===== src/rtl/fb_pkg.sv =====
// Shared types and constants for the framebuffer scan reader.
// Optional build macro FB_SCAN_DOUBLE_EN (2x2 pixel replication) is consumed in fb_scan_reader.sv.
package fb_pkg;

  typedef enum logic [1:0] {
    IDLE  = 2'd0,
    FETCH = 2'd1,
    DRAIN = 2'd2
  } fb_state_e;

  // Ceiling log2, never below 1 so it can size a pointer even for tiny depths.
  function automatic int fb_log2(input int n);
    int r;
    r = 1;
    for (int i = 1; i < 31; i++) begin
      if ((1 << i) < n) r = i + 1;
    end
    return r;
  endfunction

  localparam int FB_H_ACTIVE   = 160;
  localparam int FB_V_ACTIVE   = 120;
  localparam int FB_PIXELS     = FB_H_ACTIVE * FB_V_ACTIVE;
  localparam int FB_LAST       = FB_PIXELS - 1;
  localparam int FB_FIFO_DEPTH = 4;
  localparam int FIFO_AW       = fb_log2(FB_FIFO_DEPTH);

endpackage


===== src/rtl/fb_prefetch_fifo.sv =====
// Synchronous show-ahead FIFO: rdata_o always shows the head entry.
// Storage is cleared on reset so the head reads as zero out of reset.
module fb_prefetch_fifo
  import fb_pkg::*;
#(
  parameter int DW    = 8,
  parameter int DEPTH = 4,
  parameter int AW    = fb_log2(DEPTH)
) (
  input  logic          clk_i,
  input  logic          rst_i,
  input  logic          push_i,
  input  logic [DW-1:0] wdata_i,
  input  logic          pop_i,
  output logic [DW-1:0] rdata_o,
  output logic [AW:0]   count_o,
  output logic          empty_o
);

  logic [DW-1:0] mem_q [DEPTH];
  logic [AW-1:0] wr_ptr_q;
  logic [AW-1:0] rd_ptr_q;
  logic [AW:0]   count_q;

  // Storage, pointers and occupancy; the producer guarantees no push when full.
  always_ff @(posedge clk_i or posedge rst_i) begin
    if (rst_i) begin
      for (int i = 0; i < DEPTH; i++) mem_q[i] <= '0;
      wr_ptr_q <= '0;
      rd_ptr_q <= '0;
      count_q  <= '0;
    end else begin
      if (push_i) begin
        mem_q[wr_ptr_q] <= wdata_i;
        wr_ptr_q        <= wr_ptr_q + 1'b1;
      end
      if (pop_i) rd_ptr_q <= rd_ptr_q + 1'b1;
      case ({push_i, pop_i})
        2'b10:   count_q <= count_q + 1'b1;
        2'b01:   count_q <= count_q - 1'b1;
        default: count_q <= count_q;
      endcase
    end
  end

  assign rdata_o = mem_q[rd_ptr_q];
  assign count_o = count_q;
  assign empty_o = (count_q == '0);

endmodule


===== src/rtl/fb_scan_reader.sv =====
// Framebuffer read-side scanner: walks the RAM linearly on start, hides the
// 1-cycle RAM latency behind a prefetch FIFO and emits a valid/ready pixel
// stream with sof/eol/eof markers.
// Build macro FB_SCAN_DOUBLE_EN: 2x2 replication (each pixel shown twice,
// each RAM line fetched twice, markers on the doubled extents).
//
// state | meaning
// IDLE  | waiting for start, no reads issued
// FETCH | issuing reads while FIFO + in-flight has room
// DRAIN | all reads issued, emptying FIFO until last pixel accepted
module fb_scan_reader
  import fb_pkg::*;
#(
  parameter int DATA_WIDTH = 8,
  parameter int ADDR_WIDTH = 16,
  parameter int H_ACTIVE   = FB_H_ACTIVE,
  parameter int V_ACTIVE   = FB_V_ACTIVE,
  parameter int FIFO_DEPTH = FB_FIFO_DEPTH
) (
  input  logic                  clk_i,
  input  logic                  rst_i,
  input  logic                  start_i,
  output logic [ADDR_WIDTH-1:0] ram_addr_o,
  input  logic [DATA_WIDTH-1:0] ram_rdata_i,
  output logic                  pix_valid_o,
  input  logic                  pix_ready_i,
  output logic [DATA_WIDTH-1:0] pix_data_o,
  output logic                  pix_sof_o,
  output logic                  pix_eol_o,
  output logic                  pix_eof_o,
  output logic                  busy_o,
  output logic                  frame_done_o
);

  localparam int FAW = fb_log2(FIFO_DEPTH);
  localparam int CW  = FAW + 2;
  localparam logic [ADDR_WIDTH-1:0] ADDR_LAST = ADDR_WIDTH'(H_ACTIVE * V_ACTIVE - 1);
`ifdef FB_SCAN_DOUBLE_EN
  localparam int REP = 2;
`else
  localparam int REP = 1;
`endif
  localparam int OUT_H = REP * H_ACTIVE;
  localparam int OUT_V = REP * V_ACTIVE;
  localparam int XW    = (OUT_H > 1) ? $clog2(OUT_H) : 1;
  localparam int YW    = (OUT_V > 1) ? $clog2(OUT_V) : 1;
  localparam logic [XW-1:0] X_LAST = XW'(OUT_H - 1);
  localparam logic [YW-1:0] Y_LAST = YW'(OUT_V - 1);

  fb_state_e             state_q, state_d;
  logic [ADDR_WIDTH-1:0] addr_q, addr_d;
  logic                  inflight_q;
  logic [XW-1:0]         ox_q, ox_d;
  logic [YW-1:0]         oy_q, oy_d;
  logic                  issue;
  logic                  hs;
  logic                  fifo_pop;
  logic [DATA_WIDTH-1:0] fifo_head;
  logic [FAW:0]          fifo_count;
  logic                  fifo_empty;
  logic                  done;
`ifdef FB_SCAN_DOUBLE_EN
  logic [ADDR_WIDTH-1:0] line_q, line_d;
  logic                  pass_q, pass_d;
  logic                  rep_q, rep_d;
  logic [ADDR_WIDTH-1:0] line_end;
  assign line_end = line_q + ADDR_WIDTH'(H_ACTIVE - 1);
`endif

  // Reads are issued only when the FIFO has room for everything already in flight.
  assign issue = (state_q == FETCH) &&
                 ((CW'(fifo_count) + CW'(inflight_q)) < CW'(FIFO_DEPTH));
  assign hs    = pix_valid_o && pix_ready_i;
`ifdef FB_SCAN_DOUBLE_EN
  assign fifo_pop = hs && rep_q;
`else
  assign fifo_pop = hs;
`endif

  fb_prefetch_fifo #(
    .DW    (DATA_WIDTH),
    .DEPTH (FIFO_DEPTH),
    .AW    (FAW)
  ) u_fifo (
    .clk_i   (clk_i),
    .rst_i   (rst_i),
    .push_i  (inflight_q),
    .wdata_i (ram_rdata_i),
    .pop_i   (fifo_pop),
    .rdata_o (fifo_head),
    .count_o (fifo_count),
    .empty_o (fifo_empty)
  );

  // Next-state and fetch-address logic.
  always_comb begin
    state_d = state_q;
    addr_d  = addr_q;
    done    = 1'b0;
`ifdef FB_SCAN_DOUBLE_EN
    line_d  = line_q;
    pass_d  = pass_q;
`endif
    case (state_q)
      IDLE: begin
        if (start_i) begin
          state_d = FETCH;
          addr_d  = '0;
`ifdef FB_SCAN_DOUBLE_EN
          line_d  = '0;
          pass_d  = 1'b0;
`endif
        end
      end
      FETCH: begin
        if (issue) begin
`ifdef FB_SCAN_DOUBLE_EN
          // Each line is read twice: rewind to the line start after the first pass.
          if (addr_q == line_end) begin
            if (!pass_q) begin
              addr_d = line_q;
              pass_d = 1'b1;
            end else if (addr_q == ADDR_LAST) begin
              state_d = DRAIN;
            end else begin
              addr_d = addr_q + 1'b1;
              line_d = addr_q + 1'b1;
              pass_d = 1'b0;
            end
          end else begin
            addr_d = addr_q + 1'b1;
          end
`else
          if (addr_q == ADDR_LAST) state_d = DRAIN;
          else addr_d = addr_q + 1'b1;
`endif
        end
      end
      DRAIN: begin
        if (fifo_empty && !inflight_q) begin
          state_d = IDLE;
          done    = 1'b1;
        end
      end
      default: state_d = IDLE;
    endcase
  end

  // Output position counters (and replication phase) advance on every handshake.
  always_comb begin
    ox_d = ox_q;
    oy_d = oy_q;
`ifdef FB_SCAN_DOUBLE_EN
    rep_d = rep_q;
`endif
    if (state_q == IDLE && start_i) begin
      ox_d = '0;
      oy_d = '0;
`ifdef FB_SCAN_DOUBLE_EN
      rep_d = 1'b0;
`endif
    end else if (hs) begin
`ifdef FB_SCAN_DOUBLE_EN
      rep_d = !rep_q;
`endif
      if (ox_q == X_LAST) begin
        ox_d = '0;
        oy_d = (oy_q == Y_LAST) ? '0 : oy_q + 1'b1;
      end else begin
        ox_d = ox_q + 1'b1;
      end
    end
  end

  // State, address and counter registers.
  always_ff @(posedge clk_i or posedge rst_i) begin
    if (rst_i) begin
      state_q    <= IDLE;
      addr_q     <= '0;
      inflight_q <= 1'b0;
      ox_q       <= '0;
      oy_q       <= '0;
`ifdef FB_SCAN_DOUBLE_EN
      line_q     <= '0;
      pass_q     <= 1'b0;
      rep_q      <= 1'b0;
`endif
    end else begin
      state_q    <= state_d;
      addr_q     <= addr_d;
      inflight_q <= issue;
      ox_q       <= ox_d;
      oy_q       <= oy_d;
`ifdef FB_SCAN_DOUBLE_EN
      line_q     <= line_d;
      pass_q     <= pass_d;
      rep_q      <= rep_d;
`endif
    end
  end

  assign ram_addr_o   = addr_q;
  assign pix_valid_o  = !fifo_empty;
  assign pix_data_o   = fifo_head;
  assign pix_sof_o    = pix_valid_o && (ox_q == '0) && (oy_q == '0);
  assign pix_eol_o    = pix_valid_o && (ox_q == X_LAST);
  assign pix_eof_o    = pix_eol_o && (oy_q == Y_LAST);
  assign busy_o       = (state_q != IDLE);
  assign frame_done_o = done;

endmodule


===== config.mk =====
export PLATFORM = sky130hd
export DESIGN_NAME = fb_scan_reader
export DESIGN_NICKNAME = d
export VERILOG_FILES = /design/src/rtl/fb_pkg.sv /design/src/rtl/fb_prefetch_fifo.sv /design/src/rtl/fb_scan_reader.sv
export SDC_FILE = /design/constraint.sdc
export NUM_CORES = 1
export LEC_CHECK = 0
export CELL_PAD_IN_SITES_DETAIL_PLACEMENT = 1
export CELL_PAD_IN_SITES_GLOBAL_PLACEMENT = 2
export CORE_MARGIN = 1.5
export CORE_UTILIZATION = 40
export DETAILED_ROUTE_END_ITERATION = 16
export PLACE_DENSITY_LB_ADDON = 0.1
export SLEW_MARGIN = 40
export SYNTH_ARGS = -nofsm -noshare
export SYNTH_HDL_FRONTEND = slang
export SYNTH_SLANG_ARGS = --single-unit

===== constraint.sdc =====
create_clock -name clk_i -period 4.25 [get_ports clk_i]
set_input_delay 0.425 -clock clk_i [delete_from_list [all_inputs] [get_ports clk_i]]
set_output_delay 0.425 -clock clk_i [all_outputs]
set_load 0.02 [all_outputs]

==> impl_metrics.py <==
metrics = {
    "status": {
        "status": "completed",
    },
    "floorplanning": {
        "rows": 35,
        "start_util": 0.411,
        "ios": 42,
        "core_area_um2": 9200,
        "die-area_um2": 10000,
        "die_height_um": 100,
        "chipWidth_um": 100,
    },
    "synthesis": {
        "synthFlopType": "dfrtp_1",
        "ys_ff_latch": 73,
        "synth_edf_count": 0,
        "async_flop_share": 1.00,
        "ys_warn_count": 0,
        "yosysUniqueCellTypes": 58,
        "synth_area_leader_cell": "dfrtp_1",
        "syn_area_um2": 3780,
        "syn_inst": 332,
        "avgSynthCellArea_um2": 11.4,
        "yosysSeqAreaShare": 0.483,
        "yosys.cell_count.top_type": "dfrtp_1",
        "synthesis.nets": 355,
        "synth_top_area_frac": 0.483,
        "ys_top_cells_by_area": "dfrtp_1 (48%), mux2_2 (9.8%), mux4_2 (4.8%)",
        "synthTopCellsByCount": "dfrtp_1 (73), mux2_2 (33), nand2_1 (29)",
    },
    "timing": {
        "setup-violations-final": 0,
        "final_max_slew_viol_count": 0,
        "fin_setup_tns_ns": 0,
        "period_needed_ns": 2.85,
        "setup_slack_ns": 1.40,
        "grt_setup_unrepaired": "no",
        "worstMarginPinSlew_ns": 0.690,
        "fmax_mhz": 350,
        "fin_crit_sh": 0.671,
        "finalHoldViolations": 0,
        "relSlewSlack": 0.540,
        "skew_ns": 0.0104,
    },
    "placement": {
        "dp.cells": 473,
        "io_buffers": 41,
        "place_ws_ns": 1.77,
        "dp.final_hpwl_um": 6040,
        "placed_area_um2": 4270,
        "gp_congestion": 0.780,
    },
    "cells_and_area": {
        "final_util": 0.488,
        "synthToLayoutAreaGrowth_pct": 18.8,
        "antenna_cells": 0,
        "n_fill_cell": 977,
        "stdcell_count": 489,
        "finalNetCount": 396,
        "finalInstanceArea_um2": 4490,
        "final_layout_size_suffix_gt1_frac": 0.198,
    },
    "power": {
        "switching_share": 0.386,
        "combinationalPowerShare": 0.438,
        "p_leak_nw": 1.83,
        "pwr_density_cell_nw_per_um2": 753,
        "vdd_drop_max_mv": 0.244,
        "internal_power_mw": 2.08,
        "power_frac_seq": 0.382,
        "p_clk_frac": 0.180,
        "p_sw_mw": 1.31,
    },
    "critical_path": {
        "required_ns": 3.83,
        "crit_arrival_ns": 2.43,
        "startpoint": "oy_q[0]",
        "rrSetupSlack_ns": 2.00,
        "reg2reg_from": "u_fifo.count_o[0]",
        "critPathCaptureType": "primary output",
        "path_max_fanout": 5,
        "r2r_end": "u_fifo.count_o[2]",
        "cp-start-kind": "register",
        "worstSetupEndpoint": "pix_eof_o",
        "r2r.worst_path.cells": 9,
        "critical_path_class": "register to primary output",
    },
    "global_routing": {
        "grt_pass1_wl_um": 15000,
        "antenna_found_initial": 0,
        "grt_pass1_vias": 2894,
        "grt_max_degree": 74,
        "grt.busiest_layer": "met2",
        "grt-ovfl-total": 0,
        "use_met2": 0.314,
        "grt_usage": 0.190,
        "use_met1": 0.260,
        "met3_usage": 0.0258,
    },
    "detailed_routing": {
        "wl_per_cell_um": 18.1,
        "ant_nets": 0,
        "vias_per_cell": 5.67,
        "dr.pass1.iters": 5,
        "num_vias": 2772,
        "drc": 0,
        "drtIter0Drc": 80,
        "drt_wl_total_um": 8870,
    },
    "clock_network": {
        "post-cts-setup-buffers": 0,
        "ctsHoldBuffers": 0,
        "worstSkewPairLatency_ns": 0.34,
        "clkTransAtPathRegs_ns": 0.08,
        "clock_path_buffers": 2,
        "ctsResizeCount": 0,
        "cts_buffers": 9,
        "cts.sinks": 73,
        "cts-root-buf": "clkbuf_8",
        "htreeDepth": 3,
        "cts_tree": "yes",
    },
    "hold_path": {
        "hold_class": "register to register",
    },
    "run": {
        "drv_cap": 0,
    },
}
-- cell usage in the layout (no fill, tap or decap), drive strengths merged, types with 3 or more instances in the layout --
cell / count
clkdlybuf4s50: 41
nand2: 30
dfrtp: 73
or4: 6
xnor2: 3
a21oi: 9
a22oi: 3
mux4: 8
o211ai: 5
mux2i: 3
nor2: 18
mux2: 33
ha: 10
clkinvlp: 3
inv: 18
a31oi: 9
nor3: 4
xor2: 8
nor3b: 3
nor4: 3
nand4: 13
nor4b: 4
nand3: 13
o21ai: 14
clkbuf: 10
-- logic make-up (layout without fill, tap and decap cells) --
group	count (synthesis)	after routing	synth area share
muxes	44	44	0.154
DFF	73	73	0.483
adders and majority gates	11	11	0.0384
xor gates and xnor gates	11	11	0.0255
AOI/OAI and AO/OA	53	53	0.0917
and+or+nand+nor	110	110	0.169
buffers and inverters	30	76	0.0381
-- per-stage QoR --
stage	hold WS [ns]	total power, mW
final	0.508	3.38
after global routing	0.525	3.64
after CTS	0.511	3.43
after detailed placement	0.491	2.81
after global placement	0.482	2.76
after floorplan	0.472	2.28
-- power groups by stage --
stage | combinational, mW | sequential (mW) | clock [mW]
4_1_cts | 1.50 | 1.30 | 0.628
5_1_grt | 1.64 | 1.35 | 0.654
6_report | 1.48 | 1.29 | 0.609
3_5_place_dp | 1.49 | 1.31 | 0
2_1_floorplan | 1.06 | 1.22 | 0
3_3_place_gp | 1.46 | 1.30 | 0
-- area by class of cell --
cell class / instances / area (um^2) / share of cell area
Multi-Input combinational cell: 229 / 1810 / 0.404
Inverter: 17 / 63.8 / 0.0142
Clock buffer: 10 / 128 / 0.0284
Sequential cell: 73 / 1830 / 0.407
Timing Repair Buffer: 43 / 429 / 0.0956
Clock inverter: 6 / 91.3 / 0.0203
Tap cell: 111 / 139 / 0.0309
-- state kept, by name, indices dropped and copies added (netlist names) --
name,count
u_fifo.rd_ptr_q,2
state_q,2
ox_q,8
u_fifo.wr_ptr_q,2
ram_addr_o,16
oy_q,7
inflight_q,1
u_fifo.mem_q,32
u_fifo.count_o,3
-- worst min path at each step --
stage	cells after the start	startpoint	endpoint
2_1_floorplan	1	ox_q[7]	ox_q[7]
3_3_place_gp	1	u_fifo.mem_q[14]	u_fifo.mem_q[14]
3_5_place_dp	1	u_fifo.mem_q[14]	u_fifo.mem_q[14]
4_1_cts	1	u_fifo.mem_q[14]	u_fifo.mem_q[14]
5_1_grt	1	u_fifo.mem_q[24]	u_fifo.mem_q[24]
6_report	1	u_fifo.mem_q[9]	u_fifo.mem_q[9]
-- worst max-delay path, stage by stage, from the launching register on --
cell	delay (ns)
dfrtp_1	0.41
ha_1	0.22
nand4_1	0.16
or3b_2	0.52
nor3_1	0.16
clkdlybuf4s50_1	0.63
-- routing by layer --
metal | share of wire | up-vias
met5 | 0 | -
met4 | 0.0099 | 0
met3 | 0.022 | 9
met2 | 0.48 | 36
met1 | 0.48 | 1411
li1 | - | 1316
Power figures use the tool's default switching activity.
